### src/rtl/display_pkg.sv
// Shared types and constants for the display write queue: frame geometry,
// sequencer states and the buffered write entry.
package display_pkg;

  localparam int unsigned DEFAULT_WIDTH  = 267;
  localparam int unsigned DEFAULT_HEIGHT = 240;

  // Pixel count of one frame, truncated to the 20-bit framebuffer address space.
  function automatic logic [19:0] fb_pixels(input int unsigned w, input int unsigned h);
    return 20'(w * h);
  endfunction

  localparam logic [19:0] FB_PIXELS = fb_pixels(DEFAULT_WIDTH, DEFAULT_HEIGHT);

  typedef enum logic [2:0] {
    ST_IDLE  = 3'd0,
    ST_ISSUE = 3'd1,
    ST_GUARD = 3'd2,
    ST_WAIT  = 3'd3,
    ST_FLIP  = 3'd4
  } state_e;

  typedef struct packed {
    logic [19:0] addr;
    logic [31:0] data;
    logic [1:0]  mask;
  } wr_entry_t;

endpackage

### src/rtl/sync_fifo.sv
// Single-clock FIFO with occupancy output; pointers carry one extra wrap bit
// so full and empty are distinguished without a separate counter.
module sync_fifo #(
  parameter int DEPTH = 16,
  parameter int DW    = 8
) (
  input  logic                   clk,
  input  logic                   rst_n,
  input  logic                   push_i,
  input  logic [DW-1:0]          wr_data_i,
  input  logic                   pop_i,
  output logic [DW-1:0]          rd_data_o,
  output logic                   full_o,
  output logic                   empty_o,
  output logic [$clog2(DEPTH):0] level_o
);

  localparam int AW = $clog2(DEPTH);

  logic [DW-1:0] mem_q [DEPTH];
  logic [AW:0]   wptr_q;
  logic [AW:0]   rptr_q;
  logic          do_push;
  logic          do_pop;

  assign level_o   = wptr_q - rptr_q;
  assign full_o    = (level_o == (AW+1)'(DEPTH));
  assign empty_o   = (level_o == '0);
  assign do_push   = push_i && !full_o;
  assign do_pop    = pop_i && !empty_o;
  assign rd_data_o = mem_q[rptr_q[AW-1:0]];

  // NOTE: storage is deliberately not reset; the pointers alone define which entries are valid.
  always_ff @(posedge clk) begin
    if (do_push) mem_q[wptr_q[AW-1:0]] <= wr_data_i;
  end

  // NOTE: sequential state uses non-blocking assignments so every flop samples pre-edge values.
  always_ff @(posedge clk or negedge rst_n) begin
    if (!rst_n) begin
      wptr_q <= '0;
      rptr_q <= '0;
    end else begin
      if (do_push) wptr_q <= wptr_q + (AW+1)'(1);
      if (do_pop)  rptr_q <= rptr_q + (AW+1)'(1);
    end
  end

endmodule

### src/rtl/display_write_queue.sv
// Buffers CPU pixel writes and drains them one RGB565 pixel at a time into the
// framebuffer write port, ordering buffer flips behind all earlier writes.
module display_write_queue
  import display_pkg::*;
#(
  parameter int          DEPTH        = 16,
  parameter int unsigned WIDTH        = DEFAULT_WIDTH,
  parameter int unsigned HEIGHT       = DEFAULT_HEIGHT,
  parameter int          GUARD_CYCLES = 2
) (
  input  logic                   clk_sys,
  input  logic                   reset_n,
  input  logic                   in_valid,
  output logic                   in_ready,
  input  logic [19:0]            in_addr,
  input  logic [31:0]            in_data,
  input  logic [1:0]             in_mask,
  input  logic                   flip_req,
  output logic                   flip_pending,
  output logic                   flip_done,
  output logic [19:0]            display_addr,
  output logic [15:0]            display_data,
  output logic                   display_wr,
  input  logic                   display_busy,
  output logic                   display_flip_framebuffer,
  output logic [$clog2(DEPTH):0] level,
  output logic [15:0]            drop_count
);

  localparam logic [19:0] FB_PIX = fb_pixels(WIDTH, HEIGHT);
  localparam int          GW     = (GUARD_CYCLES > 1) ? $clog2(GUARD_CYCLES) : 1;

  state_e      state_q, state_d;
  wr_entry_t   work_q, work_d;
  logic [GW-1:0] guard_q, guard_d;
  logic        flip_pending_q, flip_pending_d;
  logic [15:0] drop_q, drop_d;
  logic [19:0] hold_addr_q, hold_addr_d;
  logic [15:0] hold_data_q, hold_data_d;

  wr_entry_t   fifo_wr, fifo_rd;
  logic        push, pop, fifo_full, fifo_empty;

  logic        hi_sel;
  logic [20:0] addr_inc;
  logic [19:0] pix_addr;
  logic [15:0] pix_data;
  logic        pix_oor;
  logic        strobe;
  logic [1:0]  mask_left;

  // Readiness is forced low while reset is held so no write is taken during it.
  assign in_ready = reset_n && !fifo_full && !flip_pending_q;
  assign push     = in_valid && in_ready && (in_mask != 2'b00);
  assign fifo_wr  = '{addr: in_addr, data: in_data, mask: in_mask};

  sync_fifo #(
    .DEPTH (DEPTH),
    .DW    ($bits(wr_entry_t))
  ) u_fifo (
    .clk       (clk_sys),
    .rst_n     (reset_n),
    .push_i    (push),
    .wr_data_i (fifo_wr),
    .pop_i     (pop),
    .rd_data_o (fifo_rd),
    .full_o    (fifo_full),
    .empty_o   (fifo_empty),
    .level_o   (level)
  );

  // The high pixel sits at addr+1; a carry out of bit 19 means it wrapped and is out of frame.
  assign hi_sel    = !work_q.mask[0];
  assign addr_inc  = {1'b0, work_q.addr} + 21'd1;
  assign pix_addr  = hi_sel ? addr_inc[19:0] : work_q.addr;
  assign pix_data  = hi_sel ? work_q.data[31:16] : work_q.data[15:0];
  assign pix_oor   = (hi_sel && addr_inc[20]) || (pix_addr >= FB_PIX);
  assign strobe    = (state_q == ST_ISSUE) && !pix_oor;
  assign mask_left = hi_sel ? 2'b00 : {work_q.mask[1], 1'b0};

  always_comb begin
    // NOTE: every combinational output gets a default first so no path can infer a latch.
    state_d        = state_q;
    work_d         = work_q;
    guard_d        = guard_q;
    drop_d         = drop_q;
    hold_addr_d    = hold_addr_q;
    hold_data_d    = hold_data_q;
    pop            = 1'b0;
    flip_pending_d = flip_pending_q;

    if (state_q == ST_FLIP)  flip_pending_d = 1'b0;
    else if (flip_req)       flip_pending_d = 1'b1;

    case (state_q)
      ST_IDLE: begin
        if (!fifo_empty && !display_busy) begin
          pop     = 1'b1;
          work_d  = fifo_rd;
          state_d = ST_ISSUE;
        end else if (flip_pending_q && fifo_empty && !display_busy) begin
          state_d = ST_FLIP;
        end
      end
      ST_ISSUE: begin
        work_d.mask = mask_left;
        if (!pix_oor) begin
          hold_addr_d = pix_addr;
          hold_data_d = pix_data;
          guard_d     = '0;
          state_d     = ST_GUARD;
        end else begin
          if (drop_q != 16'hFFFF) drop_d = drop_q + 16'd1;
          state_d = (mask_left != 2'b00) ? ST_ISSUE : ST_IDLE;
        end
      end
      ST_GUARD: begin
        if (guard_q == GW'(GUARD_CYCLES - 1)) state_d = ST_WAIT;
        else                                  guard_d = guard_q + GW'(1);
      end
      ST_WAIT: begin
        if (!display_busy) state_d = (work_q.mask != 2'b00) ? ST_ISSUE : ST_IDLE;
      end
      ST_FLIP: state_d = ST_IDLE;
      default: state_d = ST_IDLE;
    endcase
  end

  always_ff @(posedge clk_sys or negedge reset_n) begin
    if (!reset_n) begin
      state_q        <= ST_IDLE;
      work_q         <= '0;
      guard_q        <= '0;
      flip_pending_q <= 1'b0;
      drop_q         <= '0;
      hold_addr_q    <= '0;
      hold_data_q    <= '0;
    end else begin
      state_q        <= state_d;
      work_q         <= work_d;
      guard_q        <= guard_d;
      flip_pending_q <= flip_pending_d;
      drop_q         <= drop_d;
      hold_addr_q    <= hold_addr_d;
      hold_data_q    <= hold_data_d;
    end
  end

  assign display_wr               = strobe;
  assign display_addr             = strobe ? pix_addr : hold_addr_q;
  assign display_data             = strobe ? pix_data : hold_data_q;
  assign display_flip_framebuffer = (state_q == ST_FLIP);
  assign flip_done                = (state_q == ST_FLIP);
  assign flip_pending             = flip_pending_q;
  assign drop_count               = drop_q;

endmodule
### config.mk
export PLATFORM = sky130hd
export DESIGN_NAME = display_write_queue
export DESIGN_NICKNAME = d
export VERILOG_FILES = /design/src/rtl/display_pkg.sv /design/src/rtl/sync_fifo.sv /design/src/rtl/display_write_queue.sv
export SDC_FILE = /design/constraint.sdc
export NUM_CORES = 1
export LEC_CHECK = 0
export ABC_AREA = 1
export BUFFER_PORTS_ARGS = -buffer_cell sky130_fd_sc_hd__buf_4
export CAP_MARGIN = 20
export CORE_AREA = 2 2 338 340
export CTS_CLUSTER_DIAMETER = 150
export DETAILED_ROUTE_END_ITERATION = 8
export DIE_AREA = 0 0 340 342
export SYNTH_ARGS = -nofsm -noshare
export SYNTH_HDL_FRONTEND = slang
export SYNTH_SLANG_ARGS = --single-unit
export TNS_END_PERCENT = 100
### constraint.sdc
create_clock -name clk_sys -period 5.63 [get_ports clk_sys]
set_input_delay 1.126 -clock clk_sys [delete_from_list [all_inputs] [get_ports clk_sys]]
set_output_delay 1.126 -clock clk_sys [all_outputs]
set_load 0.05 [all_outputs]
# == After elaboration in Yosys (flattened, before gate mapping) ==
# Memory sizes are Yosys's and may differ from the RTL's.
# Index checks and enable logic that the tools add are counted.
# op_classes
add_sub_neg,6
bitwise,1
shifts,0
div_mod_pow,0
order_cmp,1
n_mux,24
multipliers,0
n_reduce_logical,32
eq_ne,11
# ops
cell,n
2-to-1 mux 20 bit,2
2-to-1 mux 16 bit,2
adder 20 x 1 -> 21 bit (second input constant),1
greater-or-equal comparator 20 x 16 -> 1 bit (second input constant),1
adder 16 x 1 -> 16 bit (second input constant),1
inequality test 16 bit (second input constant),1
2-to-1 mux 3 bit,4
case mux 3 bit (4 select lines),1
nonzero test 2 bit,6
logical AND 1 bit,11
adder 5 x 1 -> 5 bit (second input constant),2
2-to-1 mux 1 bit,10
inequality test 2 bit (second input constant),4
AND reduction 2 bit,4
equality test 3 x 2 -> 1 bit (second input constant),2
zero test 1 bit,6
2-to-1 mux 2 bit,3
AND reduction 3 bit,2
equality test 5 bit (second input constant),1
zero test 5 bit,1
subtractor 5 bit,1
case mux 2 bit (2 select lines),1
equality test 3 x 1 -> 1 bit (second input constant),1
equality test 3 bit (second input constant),1
other kinds (6),6
# word_totals
word_cells,87
memories,1
out_inout_bits,62
inputBits,59
mem_bits_rw,864
reg_bits,121
mem_bits_ro,0
latch_bits,0
# mem_list
memory,words,width,read_ports,rd_clocked_by_memory_dff,write_ports,line_no,source
u_fifo.mem_q,16,54,1,0,1,sync_fifo.sv:20,logic [DW-1:0] mem_q [DEPTH];

# == Logic depth before layout (Yosys ltp) ==
# logic_depth
ltp_word,10
mapped_depth,16
mapped_depth_nobuf,16

# == By module ==
# From an unflattened synthesis, not the netlist that was laid out.
# unflattened
cells_unflattened,3330
hier_area_um2,39869.5
# by_module_without_submodules
mod,cells_per_inst,seq_area_each_um2,area_each_um2,n_inst
sync_fifo,2582,26195.1,34285.4,1
display_write_queue,748,2777.7,5584.1,1

# == Worst setup path after synthesis ==
# Ideal clock, no wire load.
# synth_timing
kind,flip-flop to flip-flop
from,register u_fifo.rptr_q[2]
to,"memory u_fifo.mem_q[11][0] (netlist name), enable pin"
path_slack_ps,-499
path_buffers,2
period_less_slack_ps,6129
setup_time_ps,466
stages_incl_launch_ff,15
arrival_ps,5663
required_time_ps,5164
cell_sequence,dfrtp_1 inv_1 clkbuf_1 clkbuf_1 ha_1 a21oi_1 nand2_1 xor2_1 nand3b_1 nand3_1 inv_1 nand2_1 inv_1 nand2_1 nor2_1
# synth_via
elab_chain_cells,10
# synth_lines
item,line_no,source
"start, declared",sync_fifo.sv:22,logic [AW:0] rptr_q;
"start signal, assigned",sync_fifo.sv:45,if (do_pop) rptr_q <= rptr_q + (AW+1)'(1);
subtractor 5 bit,sync_fifo.sv:26,assign level_o = wptr_q - rptr_q;
via level[3],display_write_queue.sv:26,"output logic [$clog2(DEPTH):0] level,"
equality test 5 bit,sync_fifo.sv:27,assign full_o = (level_o == (AW+1)'(DEPTH));
zero test 1 bit,display_write_queue.sv:53,assign in_ready = reset_n && !fifo_full && !flip_pending_q;
logical AND 1 bit (2 in series),display_write_queue.sv:53,
via in_ready,display_write_queue.sv:14,"output logic in_ready,"
logical AND 1 bit (2 in series),display_write_queue.sv:54,assign push = in_valid && in_ready && (in_mask != 2'b00);
logical AND 1 bit,sync_fifo.sv:29,assign do_push = push_i && !full_o;
2-to-1 mux 1 bit,sync_fifo.sv:35,if (do_push) mem_q[wptr_q[AW-1:0]] <= wr_data_i;
2-to-1 mux 1 bit (implied by the code),sync_fifo.sv:35,
"end, declared",sync_fifo.sv:20,
# The timed path passes the listed nets, and every way through them passes these cells.

# == Final worst setup path ==
# layout_timing
from,register work_q[34] (netlist name)
to,output port display_data[0]
# layout_via
elab_chain_cells,7
word_cells_on_any_way,8
cone_classes,1 x add/sub; 1 x order compare; 2 x mux; 4 x reduce/logical
# layout_lines
item,line_no,source
"start, declared",display_write_queue.sv:34,"wr_entry_t work_q, work_d;"
"start signal, assigned",display_write_queue.sv:140,work_q <= work_d;
adder 20 x 1 -> 21 bit,display_write_queue.sv:74,"assign addr_inc = {1'b0, work_q.addr} + 21'd1;"
2-to-1 mux 20 bit,display_write_queue.sv:75,assign pix_addr = hi_sel ? addr_inc[19:0] : work_q.addr;
greater-or-equal comparator 20 x 16 -> 1 bit,display_write_queue.sv:77,assign pix_oor = (hi_sel && addr_inc[20]) || (pix_addr >= FB_PIX);
logical OR 1 bit (*),display_write_queue.sv:77,
zero test 1 bit (*),n/a,
logical AND 1 bit (*),display_write_queue.sv:78,assign strobe = (state_q == ST_ISSUE) && !pix_oor;
2-to-1 mux 16 bit (*),display_write_queue.sv:151,assign display_data = strobe ? pix_data : hold_data_q;
"end, declared",display_write_queue.sv:22,"output logic [15:0] display_data,"
# Every way passes the cells marked *; elsewhere a longest branch is shown, timed or not.

==> results.md <==
* Status: finished clean
* Clk Latency, worst-skew pair at 0.68 ns
* Post-CTS Setup Bufs at 0
* Sequential cell area fraction in the yosys report at 74.0%
* Starting Density at 34.6%
* CTS tree: done
* Clock Tree Buf Depth at 3
* Crit-path slowest cell: inv_2
* Die area at 0.116 sq mm
* Area leader, netlist: edfxtp_1
* Seq pwr share at 37.0%
* Grt total ovfl at 0
* Tmin final at 5.14 ns
* Total track usage at 17.9%
* Setup TNS at 0 ns
* Wirelength, routed at 106 mm
* P_int at 0.0143 W
* Sw Ratio at 38.7%
* Combinational group share of total power at 34.9%
* Non-Filler Instances at 4790
* Ys Warns at 0
* Top post-synthesis cells by area: edfxtp_1 66%, dfrtp_1 7.7%, o21ai_0 6.2%, nor2_1 4.6%, nand2_1 3.6%
* Static Leakage at 15.2 nW
* Worst Setup Start Kind: flip-flop
* Synth Net Count at 3180
* RSZ-0062 raised after global routing: false
* CP delay by family, top: simple AND/OR/NAND/NOR gates
* Core area at 0.113 sq mm
* Site row count at 124
* Dpl hpwl at 62.3 mm
* CTS buffer count at 98
* Distinct cells, synth at 37
* Fin crit share at 91.2%
* DRC errors left at 0
* Sw Pwr at 0.00905 W
* Initial antenna violation count at 6
* Max VDD drop at 392 uV
* Wirelength per Cell at 22.2 um
* Most common cell after layout, fill and taps aside: edfxtp_1
* Fin Clk Skew at 0.0389 ns
* Largest net degree at the start of global routing at 199
* Share of cells above drive strength 1 at 11.4%
* Slowest stage delay, CP at 0.69 ns
* Vias in the first global route at 23900
* Buf/Inv on CP at 2
* Fmax at 195 MHz
* Pwr/cell area at 518 mW/mm^2
* Worst slew margin at 34.0%
* Number of port buffers at 120
* Hold Buf Count CTS at 0
* Worst EP required at 4.50 ns
* Cells after DPL at 4607
* R2r setup slk at 1.45 ns
* FILL cells at 10600
* Vias per cell at 5.27
* Post-synthesis cell count at 3109
* Final #Nets at 3266
* First-pass GRT wire length at 158 mm
* Clock sink total at 985
* Min-Delay Path Class: input port to asynchronous set/reset pin
* Reg2Reg Depth at 13
* IO Pins at 121
* Most frequent cells in the layout: 864 x edfxtp_1, 487 x o21ai_0, 462 x nor2_1
* Crit. End Element: output port
* Vias at 25300
* First-pass detailed-route iteration total at 6
* Clock power frac at 28.0%
* Routability cong. at 0.852
* Initial DRC Count at 2315
* Worst setup path category: flip-flop to output port
* Post-synth top area share at 66.3%
* Cells along the critical path: ha_1 > nand2_1 > nor2_1 > nand3_1 > nor2_2 > nand2_1 > nand2_1 > nand2_1 > nor2_1 > nand2_1 > nor2_2 > nand4_2 > inv_2 > nand2_1 > nand2_1 > buf_4
* Synth Area per Inst at 12.6 sq um
* Die height at 342 um
* CTS root buffer: clkbuf_16
* Clock-pin slew on the worst setup and hold paths at 0.06 ns
* Final Hold Vio Count at 0
* Critical path arrival at 4.01 ns
* Total of max-cap violations at 0
* DRT antenna net count at 0
* Die W at 340 um
* Synthesized area at 0.0391 sq mm
* Slew at the pin with the worst max-slew slack at 0.990 ns
* Htree depth at 3
* Critical path depth at 16
* Slew Limit Fails at 0
* Post-CTS sizing at 0
* #FFs+latches synth at 985
* Crit path max fanout at 24
* Final setup viols at 0
* Area growth, synth to finish at 15.3%
* Most used cell, CP: nand2_1
[area by class of cell]
class | count | area, sq um | share of cell area, %
antenna | 1 | 2.50 | 0.00555
inverter | 92 | 362 | 0.801
timing repair buffer | 182 | 1520 | 3.37
clock buffer | 125 | 2640 | 5.84
clock inverter | 57 | 588 | 1.30
multi-input combinational | 1836 | 9140 | 20.3
sequential | 985 | 29000 | 64.2
tap | 1512 | 1890 | 4.19
[cell families after synthesis]
family	count (synthesis)	share of synthesized area, %
flops	985	74.0
buf+inv	288	2.93
xor+xnor	29	0.649
simple gates	1026	10.6
fa+ha+maj	12	0.403
compound gates	769	11.4
[worst reg2reg max path: cells and delay by family (launching register included)]
kind	cells	cell delay [ns]
compound gates	2	0.25
xor+xnor	1	0.19
fa+ha+maj	1	0.52
flops	1	0.39
simple gates	5	1.21
buf+inv	4	1.24
[synth_stat cells]
cell type,instances
clkbuf_1,162
edfxtp_1,864
nor2_2,4
nor2_4,3
o21ai_0,487
fa_1,1
ha_1,11
inv_1,78
xnor2_1,11
buf_6,5
inv_2,13
buf_2,13
a31oi_1,3
nand2_2,1
o221ai_1,89
nand4_1,30
nand3b_1,2
nor2_1,479
o211ai_1,20
nor3_1,15
clkinv_1,1
nor3b_1,1
o22ai_1,126
o21a_1,18
xor2_1,18
o21ai_2,2
buf_1,13
nand2_1,375
nand3_2,1
o21ai_1,19
nor4_1,1
a21oi_1,4
buf_4,3
nand4_2,1
nand3_1,113
a22o_1,1
dfrtp_1,121
[power groups by stage]
stage / logic, W / registers (W) / clock network, W
finish: 0.00816 / 0.00865 / 0.00654
global route: 0.00888 / 0.00870 / 0.00693
CTS: 0.00820 / 0.00865 / 0.00666
detailed placement: 0.00817 / 0.00880 / 0
global placement: 0.00812 / 0.00879 / 0
floorplan: 0.00513 / 0.00879 / 0
[path summary, 6_finish.rpt]
kind                                        from                 end
worst min register to register   hold_addr_q[16]     hold_addr_q[16]
worst max register to register  u_fifo.rptr_q[3]  u_fifo.mem_q[6][7]
min in group clk_sys             hold_addr_q[16]     hold_addr_q[16]
worst min-delay path                     reset_n       drop_count[7]
worst max-delay path                  work_q[34]     display_data[0]
max in group asynchronous                reset_n    u_fifo.rptr_q[2]
[registers in the layout (all words and copies together), names as in the netlist]
name and flops:
hold_data_q 16, hold_addr_q 20, u_fifo.mem_q 864, guard_q 1, work_q 54, u_fifo.wptr_q 5
state_q 3, u_fifo.rptr_q 5, drop_count 16, flip_pending 1
[through the flow]
stage / total power [W] / worst slack [ns] / util [%] / hold WS (ns) / area (sq um)
CTS: 0.0235 / 0.335 / 39.9 / 0.286 / 45100
global route: 0.0245 / 0.0414 / 39.9 / 0.312 / 45100
global placement: 0.0169 / 1.18 / 37.0 / 0.444 / 41900
floorplan: 0.0139 / -0.499 / - / 0.442 / 39100
finish: 0.0234 / 0.493 / 39.9 / 0.308 / 45100
detailed placement: 0.0170 / 1.09 / 37.0 / 0.446 / 41900
[metal layers]
metal	track usage, %	part of all wire [%]	up-vias
li1	-	-	11500
met1	25.2	44	12600
met2	28.6	47	955
met3	2.81	7.2	137
met4	5.24	2.2	12
met5	0	0.057	-
Power figures use the tool's default switching activity.
